**config.mk**
```make
export PLATFORM = sky130hd
export DESIGN_NAME = fft_seq_flat
export DESIGN_NICKNAME = d
export VERILOG_FILES = /design/src/rtl/fft_pkg.sv /design/src/rtl/fft_seq_if.sv /design/src/rtl/fft_watchdog.sv /design/src/rtl/fft_seq.sv /design/src/flat_wrapper.sv
export SDC_FILE = /design/constraint.sdc
export NUM_CORES = 1
export LEC_CHECK = 0
export BUFFER_PORTS_ARGS = -buffer_cell sky130_fd_sc_hd__buf_2
export CAP_MARGIN = 20
export CORE_MARGIN = 3
export CORE_UTILIZATION = 38
export DETAILED_ROUTE_END_ITERATION = 12
export GPL_ROUTABILITY_DRIVEN = 0
export PLACE_DENSITY = 0.78
export SETUP_SLACK_MARGIN = 0.3
export SLEW_MARGIN = 0
export SYNTH_ARGS = -nofsm -noshare
export SYNTH_HDL_FRONTEND = slang
export SYNTH_SLANG_ARGS = --single-unit
```
**constraint.sdc**
```tcl
create_clock -name clk -period 2.1 [get_ports clk]
set_input_delay 0.105 -clock clk [delete_from_list [all_inputs] [get_ports clk]]
set_output_delay 0.105 -clock clk [all_outputs]
set_load 0.1 [all_outputs]
```
**src/rtl/fft_pkg.sv**
```systemverilog
// Shared types and default sizes for the FFT frame sequencer.
package fft_pkg;
  localparam int FFT_M     = 9;
  localparam int FFT_WIDTH = 16;

  typedef logic [2*FFT_WIDTH-1:0] sample_t;

  typedef enum logic [2:0] {
    IDLE,
    LOAD,
    START,
    RUN,
    UNLOAD,
    DONE
  } fft_seq_state_t;
endpackage

```
**src/rtl/fft_seq_if.sv**
```systemverilog
// Bus between the frame sequencer and its input buffer, FFT core and output buffer.
interface fft_seq_if import fft_pkg::*; #(
  parameter int M     = FFT_M,
  parameter int WIDTH = FFT_WIDTH
);
  logic               frame_ready;
  logic [M-1:0]       in_rd_adr;
  logic [2*WIDTH-1:0] in_rd_data;
  logic               core_load;
  logic               core_start;
  logic [M-1:0]       core_adr;
  logic [2*WIDTH-1:0] core_wd;
  logic               core_done;
  logic [2*WIDTH-1:0] core_rd;
  logic               out_we;
  logic [M-1:0]       out_adr;
  logic [2*WIDTH-1:0] out_wd;
  logic               frame_done;
  logic               busy;
  logic               overrun;
  logic               timeout_err;

  modport master (
    input  frame_ready, in_rd_data, core_done, core_rd,
    output in_rd_adr, core_load, core_start, core_adr, core_wd,
           out_we, out_adr, out_wd, frame_done, busy, overrun, timeout_err
  );

  modport slave (
    output frame_ready, in_rd_data, core_done, core_rd,
    input  in_rd_adr, core_load, core_start, core_adr, core_wd,
           out_we, out_adr, out_wd, frame_done, busy, overrun, timeout_err
  );
endinterface

```
**src/rtl/fft_watchdog.sv**
```systemverilog
// Saturating cycle counter that flags expiry one cycle before reaching TIMEOUT.
module fft_watchdog import fft_pkg::*; #(
  parameter int TIMEOUT = 65535
) (
  input  logic clk,
  input  logic reset,
  input  logic i_clear,
  input  logic i_enable,
  output logic o_expire
);
  localparam int W = $clog2(TIMEOUT + 1);

  logic [W-1:0] r_count;

  always_ff @(posedge clk) begin
    if (reset || i_clear)
      r_count <= '0;
    else if (i_enable && (r_count != W'(TIMEOUT)))
      r_count <= r_count + 1'b1;
  end

  assign o_expire = (r_count == W'(TIMEOUT - 1));
endmodule

```
**src/rtl/fft_seq.sv**
```systemverilog
// Frame sequencer: copies a frame into the FFT core, starts it, and streams the
// result into the output buffer, with overrun and watchdog error reporting.
module fft_seq import fft_pkg::*; #(
  parameter int M       = FFT_M,
  parameter int WIDTH   = FFT_WIDTH,
  parameter int TIMEOUT = 65535
) (
  input  logic       clk,
  input  logic       reset,
  fft_seq_if.master  bus
);
  fft_seq_state_t r_state, w_next;

  logic [M-1:0] r_count;
  logic [M-1:0] r_out_adr;
  logic         r_term;
  logic         r_out_we;
  logic         r_fr_q;
  logic         r_overrun;
  logic         r_timeout_err;
  logic         w_count_last;
  logic         w_unload_addr;
  logic         w_busy;
  logic         w_wd_expire;

  assign w_count_last  = (r_count == {M{1'b1}});
  assign w_unload_addr = (r_state == UNLOAD) && !r_term;
  assign w_busy        = (r_state != IDLE);

  fft_watchdog #(.TIMEOUT(TIMEOUT)) u_watchdog (
    .clk      (clk),
    .reset    (reset),
    .i_clear  (r_state == START),
    .i_enable (r_state == RUN),
    .o_expire (w_wd_expire)
  );

  always_ff @(posedge clk) begin
    if (reset) r_state <= IDLE;
    else       r_state <= w_next;
  end

  always_comb begin
    w_next = r_state;
    unique case (r_state)
      IDLE:    if (bus.frame_ready) w_next = LOAD;
      LOAD:    if (w_count_last) w_next = START;
      START:   w_next = RUN;
      RUN: begin
        if (bus.core_done)     w_next = UNLOAD;
        else if (w_wd_expire)  w_next = IDLE;
      end
      UNLOAD:  if (r_term) w_next = DONE;
      DONE:    if (!bus.frame_ready) w_next = IDLE;
      default: w_next = IDLE;
    endcase
  end

  // The terminal flag buys UNLOAD one extra cycle to retire the last
  // write-back, since core_rd trails core_adr by a cycle.
  always_ff @(posedge clk) begin
    if (reset) begin
      r_count       <= '0;
      r_term        <= 1'b0;
      r_out_we      <= 1'b0;
      r_out_adr     <= '0;
      r_fr_q        <= 1'b0;
      r_overrun     <= 1'b0;
      r_timeout_err <= 1'b0;
    end else begin
      r_fr_q    <= bus.frame_ready;
      r_out_we  <= w_unload_addr;
      r_out_adr <= w_unload_addr ? r_count : '0;
      if (w_busy && bus.frame_ready && !r_fr_q)
        r_overrun <= 1'b1;
      if ((r_state == RUN) && !bus.core_done && w_wd_expire)
        r_timeout_err <= 1'b1;
      if ((r_state == LOAD) || w_unload_addr) begin
        if (w_count_last) begin
          r_count <= '0;
          r_term  <= (r_state == UNLOAD);
        end else begin
          r_count <= r_count + 1'b1;
        end
      end else begin
        r_count <= '0;
        r_term  <= 1'b0;
      end
    end
  end

  always_comb begin
    bus.in_rd_adr   = '0;
    bus.core_load   = 1'b0;
    bus.core_start  = 1'b0;
    bus.core_adr    = '0;
    bus.core_wd     = '0;
    bus.frame_done  = 1'b0;
    bus.out_we      = r_out_we;
    bus.out_adr     = r_out_adr;
    bus.out_wd      = r_out_we ? bus.core_rd : '0;
    bus.busy        = w_busy;
    bus.overrun     = r_overrun;
    bus.timeout_err = r_timeout_err;
    unique case (r_state)
      LOAD: begin
        bus.in_rd_adr = r_count;
        bus.core_load = 1'b1;
        bus.core_adr  = r_count;
        bus.core_wd   = bus.in_rd_data;
      end
      START:   bus.core_start = 1'b1;
      UNLOAD:  if (!r_term) bus.core_adr = r_count;
      DONE:    bus.frame_done = 1'b1;
      default: ;
    endcase
  end
endmodule
```
**src/flat_wrapper.sv**
```systemverilog
// flat-port wrapper written by rule: the top's interface ports become plain ports
module fft_seq_flat import fft_pkg::*;
#(
  parameter int M       = FFT_M,
  parameter int WIDTH   = FFT_WIDTH,
  parameter int TIMEOUT = 65535
)
  (clk, reset, bus_frame_ready, bus_in_rd_data, bus_core_done, bus_core_rd, bus_in_rd_adr, bus_core_load, bus_core_start, bus_core_adr, bus_core_wd, bus_out_we, bus_out_adr, bus_out_wd, bus_frame_done, bus_busy, bus_overrun, bus_timeout_err);
  fft_seq_if #(.M(M), .WIDTH(WIDTH)) bus_i ();
  input  logic clk;
  input  logic reset;
  input wire logic [$bits(bus_i.frame_ready)-1:0] bus_frame_ready;
  input wire logic [$bits(bus_i.in_rd_data)-1:0] bus_in_rd_data;
  input wire logic [$bits(bus_i.core_done)-1:0] bus_core_done;
  input wire logic [$bits(bus_i.core_rd)-1:0] bus_core_rd;
  output wire logic [$bits(bus_i.in_rd_adr)-1:0] bus_in_rd_adr;
  output wire logic [$bits(bus_i.core_load)-1:0] bus_core_load;
  output wire logic [$bits(bus_i.core_start)-1:0] bus_core_start;
  output wire logic [$bits(bus_i.core_adr)-1:0] bus_core_adr;
  output wire logic [$bits(bus_i.core_wd)-1:0] bus_core_wd;
  output wire logic [$bits(bus_i.out_we)-1:0] bus_out_we;
  output wire logic [$bits(bus_i.out_adr)-1:0] bus_out_adr;
  output wire logic [$bits(bus_i.out_wd)-1:0] bus_out_wd;
  output wire logic [$bits(bus_i.frame_done)-1:0] bus_frame_done;
  output wire logic [$bits(bus_i.busy)-1:0] bus_busy;
  output wire logic [$bits(bus_i.overrun)-1:0] bus_overrun;
  output wire logic [$bits(bus_i.timeout_err)-1:0] bus_timeout_err;
  assign bus_i.frame_ready = bus_frame_ready;
  assign bus_i.in_rd_data = bus_in_rd_data;
  assign bus_i.core_done = bus_core_done;
  assign bus_i.core_rd = bus_core_rd;
  assign bus_in_rd_adr = bus_i.in_rd_adr;
  assign bus_core_load = bus_i.core_load;
  assign bus_core_start = bus_i.core_start;
  assign bus_core_adr = bus_i.core_adr;
  assign bus_core_wd = bus_i.core_wd;
  assign bus_out_we = bus_i.out_we;
  assign bus_out_adr = bus_i.out_adr;
  assign bus_out_wd = bus_i.out_wd;
  assign bus_frame_done = bus_i.frame_done;
  assign bus_busy = bus_i.busy;
  assign bus_overrun = bus_i.overrun;
  assign bus_timeout_err = bus_i.timeout_err;
  fft_seq #(.M(M), .WIDTH(WIDTH), .TIMEOUT(TIMEOUT)) u_core (.clk(clk), .reset(reset), .bus(bus_i));
endmodule
```
# Word level (Yosys, flattened, before mapping)
# Cells that the tools add are included.
dict set report word_totals {
  regBits 42
  input_bits 68
  word_cells 58
  output_inout_bits 98
}
dict set report classes {
  muxes 15
  add_sub_neg 2
  reduce_logical 17
  n_bitwise 2
  eq_ne 13
}
# operator count
set op_table {}
lappend op_table {{$mux W32} 2}
lappend op_table {{$mux W3} 6}
lappend op_table {{$mux W9} 2}
lappend op_table {{$pmux W3 S6} 1}
lappend op_table {{$pmux W9 S2} 1}
lappend op_table {{$add A16 B1 Y16 const B} 1}
lappend op_table {{$eq A16 B16 Y1 const B} 1}
lappend op_table {{$ne A16 B16 Y1 const B} 1}
lappend op_table {{$add A9 B1 Y9 const B} 1}
lappend op_table {{$eq A9 B9 Y1 const B} 1}
lappend op_table {{$eq A3 B2 Y1 const B} 2}
lappend op_table {{$eq A3 B3 Y1 const B} 2}
lappend op_table {{$logic_and A1 B1 Y1} 6}
lappend op_table {{$reduce_and A5 Y1} 1}
lappend op_table {{$ne A2 B1 Y1 const B} 2}
lappend op_table {{$ne A2 B2 Y1 const B} 2}
lappend op_table {{$reduce_or A2 Y1} 2}
lappend op_table {{$eq A3 B1 Y1 const B} 1}
lappend op_table {{$logic_not A1 Y1} 3}
lappend op_table {{$logic_not A3 Y1} 1}
lappend op_table {{$mux W1} 3}
lappend op_table {{$ne A3 B2 Y1 const B} 1}
lappend op_table {{$reduce_bool A3 Y1} 1}
lappend op_table {{$reduce_or A3 Y1} 1}
lappend op_table {{2 further kinds} 4}

# Longest topological paths before layout
# Gate-level depths: netlist of run 1.
dict set report logic_depth {
  ltp_word 5
  mapped_depth 9
  ltp_nobuf 9
}

# Cells and area by module
# Synthesis of run 1 repeated with hierarchy kept, for this count alone.
dict set report hier_totals {
  hier_cells 298
  area_unflattened_um2 2437.3
}
# mod area_per_inst_um2 cells_per_inst n_inst seq_area_each_um2
set by_module_without_submodules {}
lappend by_module_without_submodules {fft_seq 1581.5 197 1 520.5}
lappend by_module_without_submodules {fft_watchdog 855.8 101 1 320.3}

# Least setup slack after synthesis of run 1
# Ideal clock, no wire load.
dict set report synth_path {
  kind {register to register}
  from {reg u_core.r_state[0]}
  to {reg u_core.u_watchdog.r_count[10]}
  required_time_ns 1.968
  path_slack_ns -1.686
  stages_incl_launch_ff 6
  arrival_time_ns 3.654
  setup_ns 0.132
  period_less_slack_ns 3.786
  cell_sequence {dfxtp_1 buf_2 nor3b_1 or2_2 clkbuf_1 a21oi_1}
}
dict set report synth_via {
  elab_chain_cells 2
}
# element line
set synth_lines {}
lappend synth_lines {{from (decl)} fft_seq.sv:12} ;# fft_seq_state_t r_state, w_next;
lappend synth_lines {{from (signal assigned)} fft_seq.sv:40} ;# else r_state <= w_next;
lappend synth_lines {{$eq A3 B2 Y1, on equally long branches} {fft_seq.sv:34, fft_seq.sv:33}}
lappend synth_lines {{$logic_and A1 B1 Y1 or $logic_or A1 B1 Y1 (tied branches)} {fft_watchdog.sv:18, fft_watchdog.sv:16}}
lappend synth_lines {{to (signal assigned)} fft_watchdog.sv:19} ;# r_count <= r_count + 1'b1;
lappend synth_lines {{to (decl)} fft_watchdog.sv:13} ;# logic [W-1:0] r_count;
# Parallel ways exist; a longest one is shown, timed or not.
# A chain may end at the register's enable or synchronous reset.

# Final worst setup path of run 1
dict set report layout_path {
  from {reg u_core.r_count[5]}
  to {reg u_core.r_state[0]}
}
dict set report layout_via {
  elab_chain_cells 3
}
# element line
set layout_lines {}
lappend layout_lines {{from (decl)} fft_seq.sv:14} ;# logic [M-1:0] r_count;
lappend layout_lines {{from (signal assigned)} fft_seq.sv:83} ;# r_count <= r_count + 1'b1;
lappend layout_lines {{$eq A9 B9 Y1} fft_seq.sv:26} ;# assign w_count_last = (r_count == {M{1'b1}});
lappend layout_lines {{$ne A2 B1 Y1 (no line)} --}
lappend layout_lines {{$reduce_and A5 Y1 (no line)} --}
# No other way between the ends.

==> impl_metrics.env, run 1 <==
export IMPL_cts_buffers=5
export IMPL_num_vias=3027
export IMPL_critPathSlowestCell="dfxtp_1"
export IMPL_die_h_um=85.4
export IMPL_die_w_um=85.4
export IMPL_finalClockSkew_ps=7.74
export IMPL_seqPwrFrac=0.317
export IMPL_min_from="bus_core_done"
export IMPL_rr_startpoint="u_core.r_count[5]"
export IMPL_firstDrtPassIters=4
export IMPL_peakVddDrop_v=0.000576
export IMPL_final_core_util=0.795
export IMPL_max_stage_delay_ps=470
export IMPL_ctsHtreeMaxLevel=2
export IMPL_synth_seq_cells=42
export IMPL_final_fill_count=370
export IMPL_layout_common_cells="buf_2 (113), buf_12 (52), and2_4 (50), dfxtp_1 (32), and2_2 (30)"
export IMPL_ys_warn_count=0
export IMPL_arrival_ps=2150
export IMPL_reg2reg_slack_ps=150
export IMPL_fmax_ghz=0.513
export IMPL_nets=561
export IMPL_powerDensity_nw_per_um2=535
export IMPL_post_drt_wl_per_cell_um=17.7
export IMPL_rows=28
export IMPL_hold_end="u_core.r_state[2]"
export IMPL_synth_edff_count=0
export IMPL_power_mw=2.56
export IMPL_end_kind="register"
export IMPL_hold_violations=0
export IMPL_io_buffers=165
export IMPL_clk_pin_slew_ps=80
export IMPL_crit_path_max_fanout=6
export IMPL_drive_gt1_frac=0.655
export IMPL_relSlewSlack=0.665
export IMPL_drt_iter0_drc=171
export IMPL_grt_pass1_vias=2904
export IMPL_switching_power_mw=1.03
export IMPL_drc=0
export IMPL_cts_tree="built"
export IMPL_die_area_um2=7300
export IMPL_synth_area_um2=2400
export IMPL_p_clk_frac=0.216
export IMPL_synth_seq_area_share=0.351
export IMPL_syn2layout_area_growth_pct=99.7
export IMPL_dp_hpwl_mm=6.35
export IMPL_synth_area_per_cell_um2=8.05
export IMPL_synthArstFlopShare=0
export IMPL_ys_flop_type="dfxtp_1"
export IMPL_wl_mm=10.0
export IMPL_critical_path_required_ps=2300
export IMPL_grt_overflow=0
export IMPL_diodes=0
export IMPL_finalSetupViolations=0
export IMPL_grt_max_degree=34
export IMPL_layout_commonest_cell="buf_2"
export IMPL_grt_antenna_before_repair=0
export IMPL_groute_usage_overall=0.232
export IMPL_p_comb_frac=0.467
export IMPL_reg2reg_depth=8
export IMPL_clk_latency_ps=310
export IMPL_status="finished clean"
export IMPL_yosysUniqueCellTypes=44
export IMPL_p_int_mw=1.53
export IMPL_viasPerCell=5.36
export IMPL_syn_nets=370
export IMPL_worst_setup_path_start_kind="register"
export IMPL_p_leak_nw=2.17
export IMPL_period_needed_ps=1950
export IMPL_synthCells=298
export IMPL_slew_violations=0
export IMPL_cts_sinks=42
export IMPL_crit_chain="nand2_1, nor2_4, and3_4, ha_4, inv_2, a221oi_4, nor4_2, a2111oi_2"
export IMPL_drtAntennaViolNets=0
export IMPL_fin_crit_sh=0.929
export IMPL_cts_root_buf="clkbuf_8"
export IMPL_grt_pass1_wl_mm=13.7
export IMPL_cap_violations=0
export IMPL_ios=166
export IMPL_criticalPathCategory="register to register"
export IMPL_initial_core_util=0.398
export IMPL_netSwitchingFraction=0.402
export IMPL_hold_path_class="input port to register"
export IMPL_hold_depth=3
export IMPL_worst_pin_slew_ps=506
export IMPL_rsz0062_at_grt="true"
export IMPL_cts_buffer_depth=2
export IMPL_cp_startpoint="u_core.r_count[5]"
export IMPL_core_region_area_um2=6030
export IMPL_r2r_end="u_core.r_state[0]"
## power groups by stage
stage          sequential, mW  combinational [mW]  clock (mW)
2_1_floorplan           0.847               0.637           0
3_3_place_gp            0.842               0.992           0
3_5_place_dp            0.844               0.999           0
4_1_cts                 0.813                1.06       0.545
5_1_grt                 0.815                1.24       0.599
6_report                0.814                1.20       0.554
## synth_stat cells, types with 2 or more instances
cell type	n	area (µm²)
or3_1	9	56.3
nand2_1	12	45.0
xor2_1	3	26.3
a211oi_1	2	15.0
nand2b_1	2	12.5
o31a_1	2	17.5
nor3_1	5	25.0
xnor2_1	3	26.3
and2_1	91	569
and3_1	6	37.5
ha_1	4	50.1
or4_1	5	37.5
nor4_1	5	31.3
and4_1	4	35.0
nor2_1	19	71.3
inv_1	5	18.8
clkbuf_1	14	52.6
dfxtp_1	42	841
a31oi_1	2	12.5
nand3_1	10	50.1
nand4_1	5	31.3
buf_2	3	15.0
mux2i_1	2	20.0
a21oi_1	14	70.1
o31ai_1	5	37.5
o21ai_0	6	30.0
## routing by layer
| layer | track usage | up-vias | part of all wire |
|---|---|---|---|
| met3 | 0.0835 | 20 | 0.11 |
| met4 | 0.0662 | 0 | 0.023 |
| met2 | 0.446 | 189 | 0.53 |
| met1 | 0.232 | 1405 | 0.34 |
| met5 | 0 | - | 0 |
| li1 | - | 1413 | - |
## state kept, by name, indices dropped and copies added (netlist names)
register and count:
u_core.bus.out_adr 9, u_core.bus.out_we 1, u_core.bus.overrun 1, u_core.bus.timeout_err 1
u_core.r_count 9, u_core.r_fr_q 1, u_core.r_state 3, u_core.r_term 1
u_core.u_watchdog.r_count 16
## repair_timing
item | in CTS | in global routing
pin swaps | 7 | 35
endpoints found under the setup margin | 52 | 63
endpoints found under the hold margin | 0 | 0
buffers inserted | 8 | 12
hold buffers | 0 | 0
gates cloned | 2 | 3
gates resized for setup | 25 | 60
## cells by family (layout without fill, tap and decap cells)
family,Yosys count,in the layout,share of synthesized area
adder cells (fa/ha/maj),4,4,0.0209
AND/OR/NAND/NOR,183,183,0.457
buffers and inverters,22,214,0.0360
AO/OA/AOI/OAI,39,39,0.105
multiplexers,2,2,0.00835
XOR/XNOR,6,6,0.0219
flip-flops,42,42,0.351
## critical path, delay by kind of cell (launching register included)
family / cells / cell delay (ps)
buffers and inverters: 1 / 70
adders and majority gates: 1 / 150
and+or+nand+nor: 4 / 560
DFF: 1 / 470
AOI/OAI and AO/OA: 2 / 590
## per-stage QoR
stage / setup WS (ps) / area [µm²] / hold WS, ps / setup TNS [ps] / instances
finish: 150 / 4790 / 114 / 0 / 565
global route: 82.0 / 4790 / 125 / 0 / 565
CTS: 59.6 / 4500 / 81.4 / 0 / 550
detailed placement: -81.1 / 4250 / 385 / -81.1 / 532
global placement: 103 / 4250 / 379 / 0 / 532
floorplan: 128 / 2590 / 242 / 0 / 298
## cell type report
cell class | count | area (µm²) | area share
well taps | 75 | 93.8 | 0.0196
clock buffers | 7 | 86.3 | 0.0180
repair buffers | 201 | 1950 | 0.407
inverters | 5 | 18.8 | 0.00392
flip-flops and latches | 42 | 863 | 0.180
multi-input cells | 234 | 1770 | 0.370
clock inverters | 1 | 5.00 | 0.00104
## worst max path at each step
stage	end	slack, ps	depth (start not counted)
after floorplan	u_core.u_watchdog.r_count[4]	130	5
after global placement	u_core.r_state[0]	100	9
after detailed placement	u_core.r_state[0]	-80	9
after CTS	u_core.r_state[0]	60	9
after global routing	u_core.r_state[0]	80	8
final	u_core.r_state[0]	150	8
Power figures use the tool's default switching activity.
==> run 2: changes to the inputs <==
--- a/config.mk
+++ b/config.mk
@@ -11,7 +11,7 @@
 export CORE_UTILIZATION = 38
 export DETAILED_ROUTE_END_ITERATION = 12
 export GPL_ROUTABILITY_DRIVEN = 0
-export PLACE_DENSITY = 0.78
+export PLACE_DENSITY = 0.86
 export SETUP_SLACK_MARGIN = 0.3
 export SLEW_MARGIN = 0
 export SYNTH_ARGS = -nofsm -noshare
==> impl_metrics.env, run 2 (synthesis gave the netlist of run 1 again) <==
export IMPL_status="finished clean"
export IMPL_initial_core_util=0.398
export IMPL_grt_pass1_wl_mm=15.3
export IMPL_relSlewSlack=0.647
export IMPL_wl_mm=12.0
export IMPL_die_area_um2=7300
export IMPL_cts_sinks=42
export IMPL_crit_path_max_fanout=3
export IMPL_critical_path_required_ps=2290
export IMPL_finalClockSkew_ps=10.0
export IMPL_clk_pin_slew_ps=80
export IMPL_end_kind="register"
export IMPL_cts_buffer_depth=2
export IMPL_place_area_um2=4250
export IMPL_layout_common_cells="buf_2 (114), buf_12 (51), and2_4 (48), and2_2 (32), buf_4 (31)"
export IMPL_post_drt_wl_per_cell_um=20.7
export IMPL_cts_root_buf="clkbuf_8"
export IMPL_r2r_end="u_core.r_state[1]"
export IMPL_ios=166
export IMPL_criticalPathCategory="register to register"
export IMPL_reg2reg_depth=10
export IMPL_rr_startpoint="u_core.r_count[1]"
export IMPL_hold_violations=0
export IMPL_p_comb_frac=0.453
export IMPL_critPathSlowestCell="dfxtp_4"
export IMPL_grt_antenna_before_repair=0
export IMPL_die_h_um=85.4
export IMPL_drive_gt1_frac=0.692
export IMPL_worst_setup_path_start_kind="register"
export IMPL_core_region_area_um2=6030
export IMPL_cts_tree="built"
export IMPL_switching_power_mw=1.06
export IMPL_reg2reg_slack_ps=50
export IMPL_crit_chain="ha_4, nand3_4, nor2_4, and3_4, ha_4, inv_4, a221oi_4, buf_4, nor3_1, a211oi_1"
export IMPL_crit_top_cell="ha_4"
export IMPL_hold_path_class="input port to register"
export IMPL_diodes=0
export IMPL_powerDensity_nw_per_um2=547
export IMPL_seqPwrFrac=0.298
export IMPL_p_clk_frac=0.249
export IMPL_largest_register_ff_count=16
export IMPL_drt_iter0_drc=257
export IMPL_worst_pin_slew_ps=527
export IMPL_arrival_ps=2240
export IMPL_regMostFlops="u_core.u_watchdog.r_count"
export IMPL_fmax_ghz=0.488
export IMPL_cp_startpoint="u_core.r_count[1]"
export IMPL_max_stage_delay_ps=370
export IMPL_io_buffers=165
export IMPL_nets=575
export IMPL_stdcell_area_um2=5000
export IMPL_peakVddDrop_v=0.000573
export IMPL_p_leak_nw=2.31
export IMPL_period_needed_ps=2050
export IMPL_rsz0062_at_grt="true"
export IMPL_die_w_um=85.4
export IMPL_slew_violations=0
export IMPL_grt_overflow=0
export IMPL_layout_commonest_cell="buf_2"
export IMPL_p_int_mw=1.67
export IMPL_ctsHtreeMaxLevel=2
export IMPL_clk_latency_ps=300
export IMPL_groute_usage_overall=0.267
export IMPL_netSwitchingFraction=0.388
export IMPL_grt_pass1_vias=3117
export IMPL_critPathCapture="u_core.r_state[1]"
export IMPL_syn2layout_area_growth_pct=108
export IMPL_num_vias=3375
export IMPL_cts_buffers=5
export IMPL_drc=0
export IMPL_finalSetupViolations=0
export IMPL_cap_violations=0
export IMPL_grt_max_degree=34
export IMPL_viasPerCell=5.83
export IMPL_rows=28
export IMPL_drtAntennaViolNets=0
export IMPL_dp_hpwl_mm=6.56
export IMPL_power_mw=2.74
export IMPL_firstDrtPassIters=6
export IMPL_fin_crit_sh=0.975
[run 2: cell count changes in the layout (fill, tap and decap cells not counted), sizes merged]
cell / change
buf: +13
bufinv: +1
clkbuf: +1
clkinv: -1
[run 2: repair_timing]
item                       in CTS  in global routing
hold buffers                    0                  0
cloned                          4                  3
pin swaps                      11                 43
gates resized for setup        54                 59
setup endpoints to repair      52                 67
buffers inserted               16                 16
[run 2: stage by stage]
stage,hold slack [ps],std cells,util,setup slack (ps),TNS (ps)
global route,143,579,0.830,3.17,0
floorplan,242,298,-,128,0
detailed placement,386,532,0.706,-75.9,-75.9
CTS,95.3,560,0.776,78.7,0
finish,146,579,0.830,52.0,0
global placement,376,532,0.706,111,0
[run 2: power by group through the flow]
stage	Combinational (mW)	Sequential, mW	Clock (mW)
floorplan	0.637	0.847	0
detailed placement	1.00	0.844	0
global placement	0.993	0.842	0
global route	1.27	0.817	0.712
CTS	1.13	0.815	0.671
finish	1.24	0.816	0.680
[run 2: critical path, delay by kind of cell (launching register included)]
family | cells | cell delay [ps]
and+or+nand+nor | 4 | 470
buffers and inverters | 2 | 220
DFF | 1 | 370
AOI/OAI and AO/OA | 2 | 570
adders and majority gates | 2 | 320
[run 2: how the worst min path moves through the flow]
stage / endpoint / startpoint / slack (ps) / depth (start not counted)
global route: u_core.bus.overrun / bus_frame_ready / 140 / 3
global placement: u_core.r_state[2] / bus_core_done / 380 / 3
CTS: u_core.r_state[2] / bus_core_done / 100 / 3
detailed placement: u_core.bus.overrun / bus_frame_ready / 390 / 3
floorplan: u_core.r_state[2] / bus_core_done / 240 / 2
finish: u_core.bus.overrun / bus_frame_ready / 150 / 3
[run 2: cell type report]
| type | count | area, µm² |
|---|---|---|
| Clock buffer | 7 | 86.3 |
| Clock inverter | 1 | 30.0 |
| Fill cell | 286 | 1030 |
| Inverter | 5 | 21.3 |
| Multi-Input combinational cell | 234 | 1840 |
| Sequential cell | 42 | 873 |
| Tap cell | 75 | 93.8 |
| Timing Repair Buffer | 215 | 2060 |
[run 2: metal layers]
layer | up-vias | part of all wire | GRT usage
met5 | - | 0 | 0
met4 | 0 | 0.058 | 0.111
met3 | 74 | 0.11 | 0.0835
met2 | 303 | 0.51 | 0.523
met1 | 1557 | 0.31 | 0.253
li1 | 1441 | - | -
==> run 3: changes to the inputs <==
--- a/config.mk
+++ b/config.mk
@@ -5,13 +5,14 @@
 export SDC_FILE = /design/constraint.sdc
 export NUM_CORES = 1
 export LEC_CHECK = 0
+export ABC_AREA = 1
 export BUFFER_PORTS_ARGS = -buffer_cell sky130_fd_sc_hd__buf_2
 export CAP_MARGIN = 20
 export CORE_MARGIN = 3
-export CORE_UTILIZATION = 38
+export CORE_UTILIZATION = 39
 export DETAILED_ROUTE_END_ITERATION = 12
 export GPL_ROUTABILITY_DRIVEN = 0
-export PLACE_DENSITY = 0.86
+export PLACE_DENSITY_LB_ADDON = 0.15
 export SETUP_SLACK_MARGIN = 0.3
 export SLEW_MARGIN = 0
 export SYNTH_ARGS = -nofsm -noshare
==> impl_metrics.env, run 3 <==
export IMPL_status="finished clean"
export IMPL_post_drt_wl_per_cell_um=13.9
export IMPL_worst_setup_path_start_kind="register"
export IMPL_p_comb_frac=0.752
export IMPL_powerDensity_nw_per_um2=1280
export IMPL_ys_flop_type="dfxtp_1"
export IMPL_yosysTopAreaCellShare=0.328
export IMPL_place_area_um2=4510
export IMPL_cts_tree="built"
export IMPL_grt_antenna_before_repair=0
export IMPL_netSwitchingFraction=0.617
export IMPL_arrival_ps=2120
export IMPL_worst_pin_slew_ps=517
export IMPL_rr_startpoint="u_core.r_count[0]"
export IMPL_cts_sinks=42
export IMPL_core_region_area_um2=6130
export IMPL_fin_crit_sh=0.920
export IMPL_dp_hpwl_mm=7.29
export IMPL_syn2layout_area_growth_pct=87.6
export IMPL_cts_buffers=5
export IMPL_io_buffers=165
export IMPL_regMostFlops="u_core.u_watchdog.r_count"
export IMPL_ctsHtreeMaxLevel=2
export IMPL_rsz0062_at_grt="true"
export IMPL_die_w_um=87.1
export IMPL_cts_root_buf="clkbuf_8"
export IMPL_min_from="reset"
export IMPL_cts_buffer_depth=2
export IMPL_hold_depth=2
export IMPL_wirelength_met1_mm=3.49
export IMPL_diodes=0
export IMPL_stdcell_area_um2=4810
export IMPL_nets=677
export IMPL_cap_violations=0
export IMPL_fmax_ghz=0.517
export IMPL_die_area_um2=7580
export IMPL_firstDrtPassIters=5
export IMPL_multiInputGateArea_um2=1790
export IMPL_drive_gt1_frac=0.464
export IMPL_cp_startpoint="u_core.r_count[0]"
export IMPL_p_clk_frac=0.085
export IMPL_synth_top_area_cell="dfxtp_1"
export IMPL_syn_nets=504
export IMPL_finalClockSkew_ps=11.9
export IMPL_fin_tns_setup_ps=0
export IMPL_end_kind="register"
export IMPL_groute_usage_overall=0.242
export IMPL_period_needed_ps=1930
export IMPL_synthTopCellsByCount="nor2_1 (103), nand2_1 (97), inv_1 (94)"
export IMPL_met2_wirelength_mm=5.11
export IMPL_layout_commonest_cell="buf_2"
export IMPL_synth_edff_count=0
export IMPL_synth_area_top_cells="dfxtp_1 (33%), nor2_1 (15%), nand2_1 (14%), inv_1 (14%), nand3_1 (3.5%)"
export IMPL_synthArstFlopShare=0
export IMPL_layout_common_cells="buf_2 (115), nand2_1 (92), inv_1 (90), nor2_4 (54), nor2_1 (51)"
export IMPL_hold_path_class="input port to register"
export IMPL_synth_seq_cells=42
export IMPL_grt_pass1_wl_mm=14.6
export IMPL_criticalPathCategory="register to register"
export IMPL_highest_layer="met4"
export IMPL_clk_latency_ps=300
export IMPL_hold_violations=0
export IMPL_wl_met3_um=641
export IMPL_synth_seq_area_share=0.328
export IMPL_rows=28
export IMPL_wl_mm=9.46
export IMPL_slew_violations=0
export IMPL_drc=0
export IMPL_ys_warn_count=0
export IMPL_crit_path_max_fanout=6
export IMPL_seq_area_um2=856
export IMPL_peakVddDrop_v=0.00108
export IMPL_synth_area_um2=2560
export IMPL_clk_pin_slew_ps=90
export IMPL_p_leak_nw=2.42
export IMPL_die_h_um=87.1
export IMPL_viasPerCell=4.62
export IMPL_ios=166
export IMPL_synth_most_common_cell="nor2_1"
export IMPL_drt_iter0_drc=96
export IMPL_final_fill_count=417
export IMPL_finalSetupViolations=0
export IMPL_synthCells=432
export IMPL_reg2reg_depth=15
export IMPL_seqPwrFrac=0.163
export IMPL_initial_core_util=0.418
export IMPL_switching_power_mw=3.80
export IMPL_relSlewSlack=0.658
export IMPL_power_mw=6.16
export IMPL_drtAntennaViolNets=0
export IMPL_largest_register_ff_count=16
export IMPL_num_vias=3146
export IMPL_grt_max_degree=34
export IMPL_p_int_mw=2.36
export IMPL_critical_path_required_ps=2290
export IMPL_grt_overflow=0
export IMPL_synth_area_per_cell_um2=5.93
export IMPL_yosysUniqueCellTypes=27
export IMPL_grt_pass1_vias=2995
run 3: cell types whose count changed in the layout (fill, tap and decap cells not counted), moves of 8 or more:
cell and change:
and2_1 -11, and2_2 -32, and2_4 -48, buf_12 -9
buf_4 -25, dfxtp_1 +10, dfxtp_2 -8, inv_1 +86
inv_2 +8, nand2_1 +81, nor2_1 +35, nor2_4 +51
or3_1 -8
run 3: cell families (layout without fill, tap and decap cells):
kind of cell    after synthesis  count (layout)  synth area share
compound gates               22              22            0.0488
xor+xnor                      9               9            0.0307
fa+ha+maj                     4               4            0.0195
buf+inv                     109             283             0.163
flops                        42              42             0.328
simple gates                246             246             0.410
run 3: cell type report:
cell class | instances | area share
Clock buffer | 5 | 0.0143
Clock inverter | 3 | 0.00442
Inverter | 101 | 0.0814
Multi-Input combinational cell | 281 | 0.371
Sequential cell | 42 | 0.178
Tap cell | 75 | 0.0195
Timing Repair Buffer | 174 | 0.331
run 3: worst paths after layout:
kind                             to  slack [ps]
hold reg to reg   u_core.r_count[7]         470
setup / recovery  u_core.r_state[1]         170
hold / removal        u_core.r_fr_q          50
setup reg to reg  u_core.r_state[1]         170
run 3: worst max-delay path, stage by stage (launching register included):
cell and delay (ps):
dfxtp_2 360, ha_4 140, nand2_2 60, inv_2 80
nand2_4 60, nor2_4 100, nand2_2 80, nor3_4 110
ha_2 200, inv_2 50, nand4_1 110, nand2_2 70
nor2_4 170, nand3_2 100, nand3_1 90, inv_1 40
run 3: repair_timing:
action,CTS,global route
hold buffers,0,0
setup buffers,4,3
endpoints found under the setup margin,53,81
gates cloned,0,0
pin swaps,6,8
resized for setup,27,17
run 3: per-stage QoR:
step	hold slack [ps]	setup slack (ps)	std cells	utilization
2_1_floorplan	177	-264	432	-
3_3_place_gp	344	220	666	0.736
3_5_place_dp	351	165	666	0.736
4_1_cts	30.3	174	678	0.770
5_1_grt	38.5	-15.2	681	0.784
6_report	46.7	167	681	0.784
run 3: power groups by stage:
stage	Combinational [mW]	Sequential (mW)	Clock (mW)
floorplan	3.44	1.03	0
global placement	4.46	0.996	0
detailed placement	4.51	1.01	0
CTS	4.57	0.987	0.537
global route	4.81	1.01	0.571
finish	4.63	1.00	0.524
run 3: routing by layer:
layer  up-vias  track usage
li1       1618            -
met1      1412        0.269
met2       101        0.451
met3        15       0.0445
met4         0       0.0921
met5         -            0
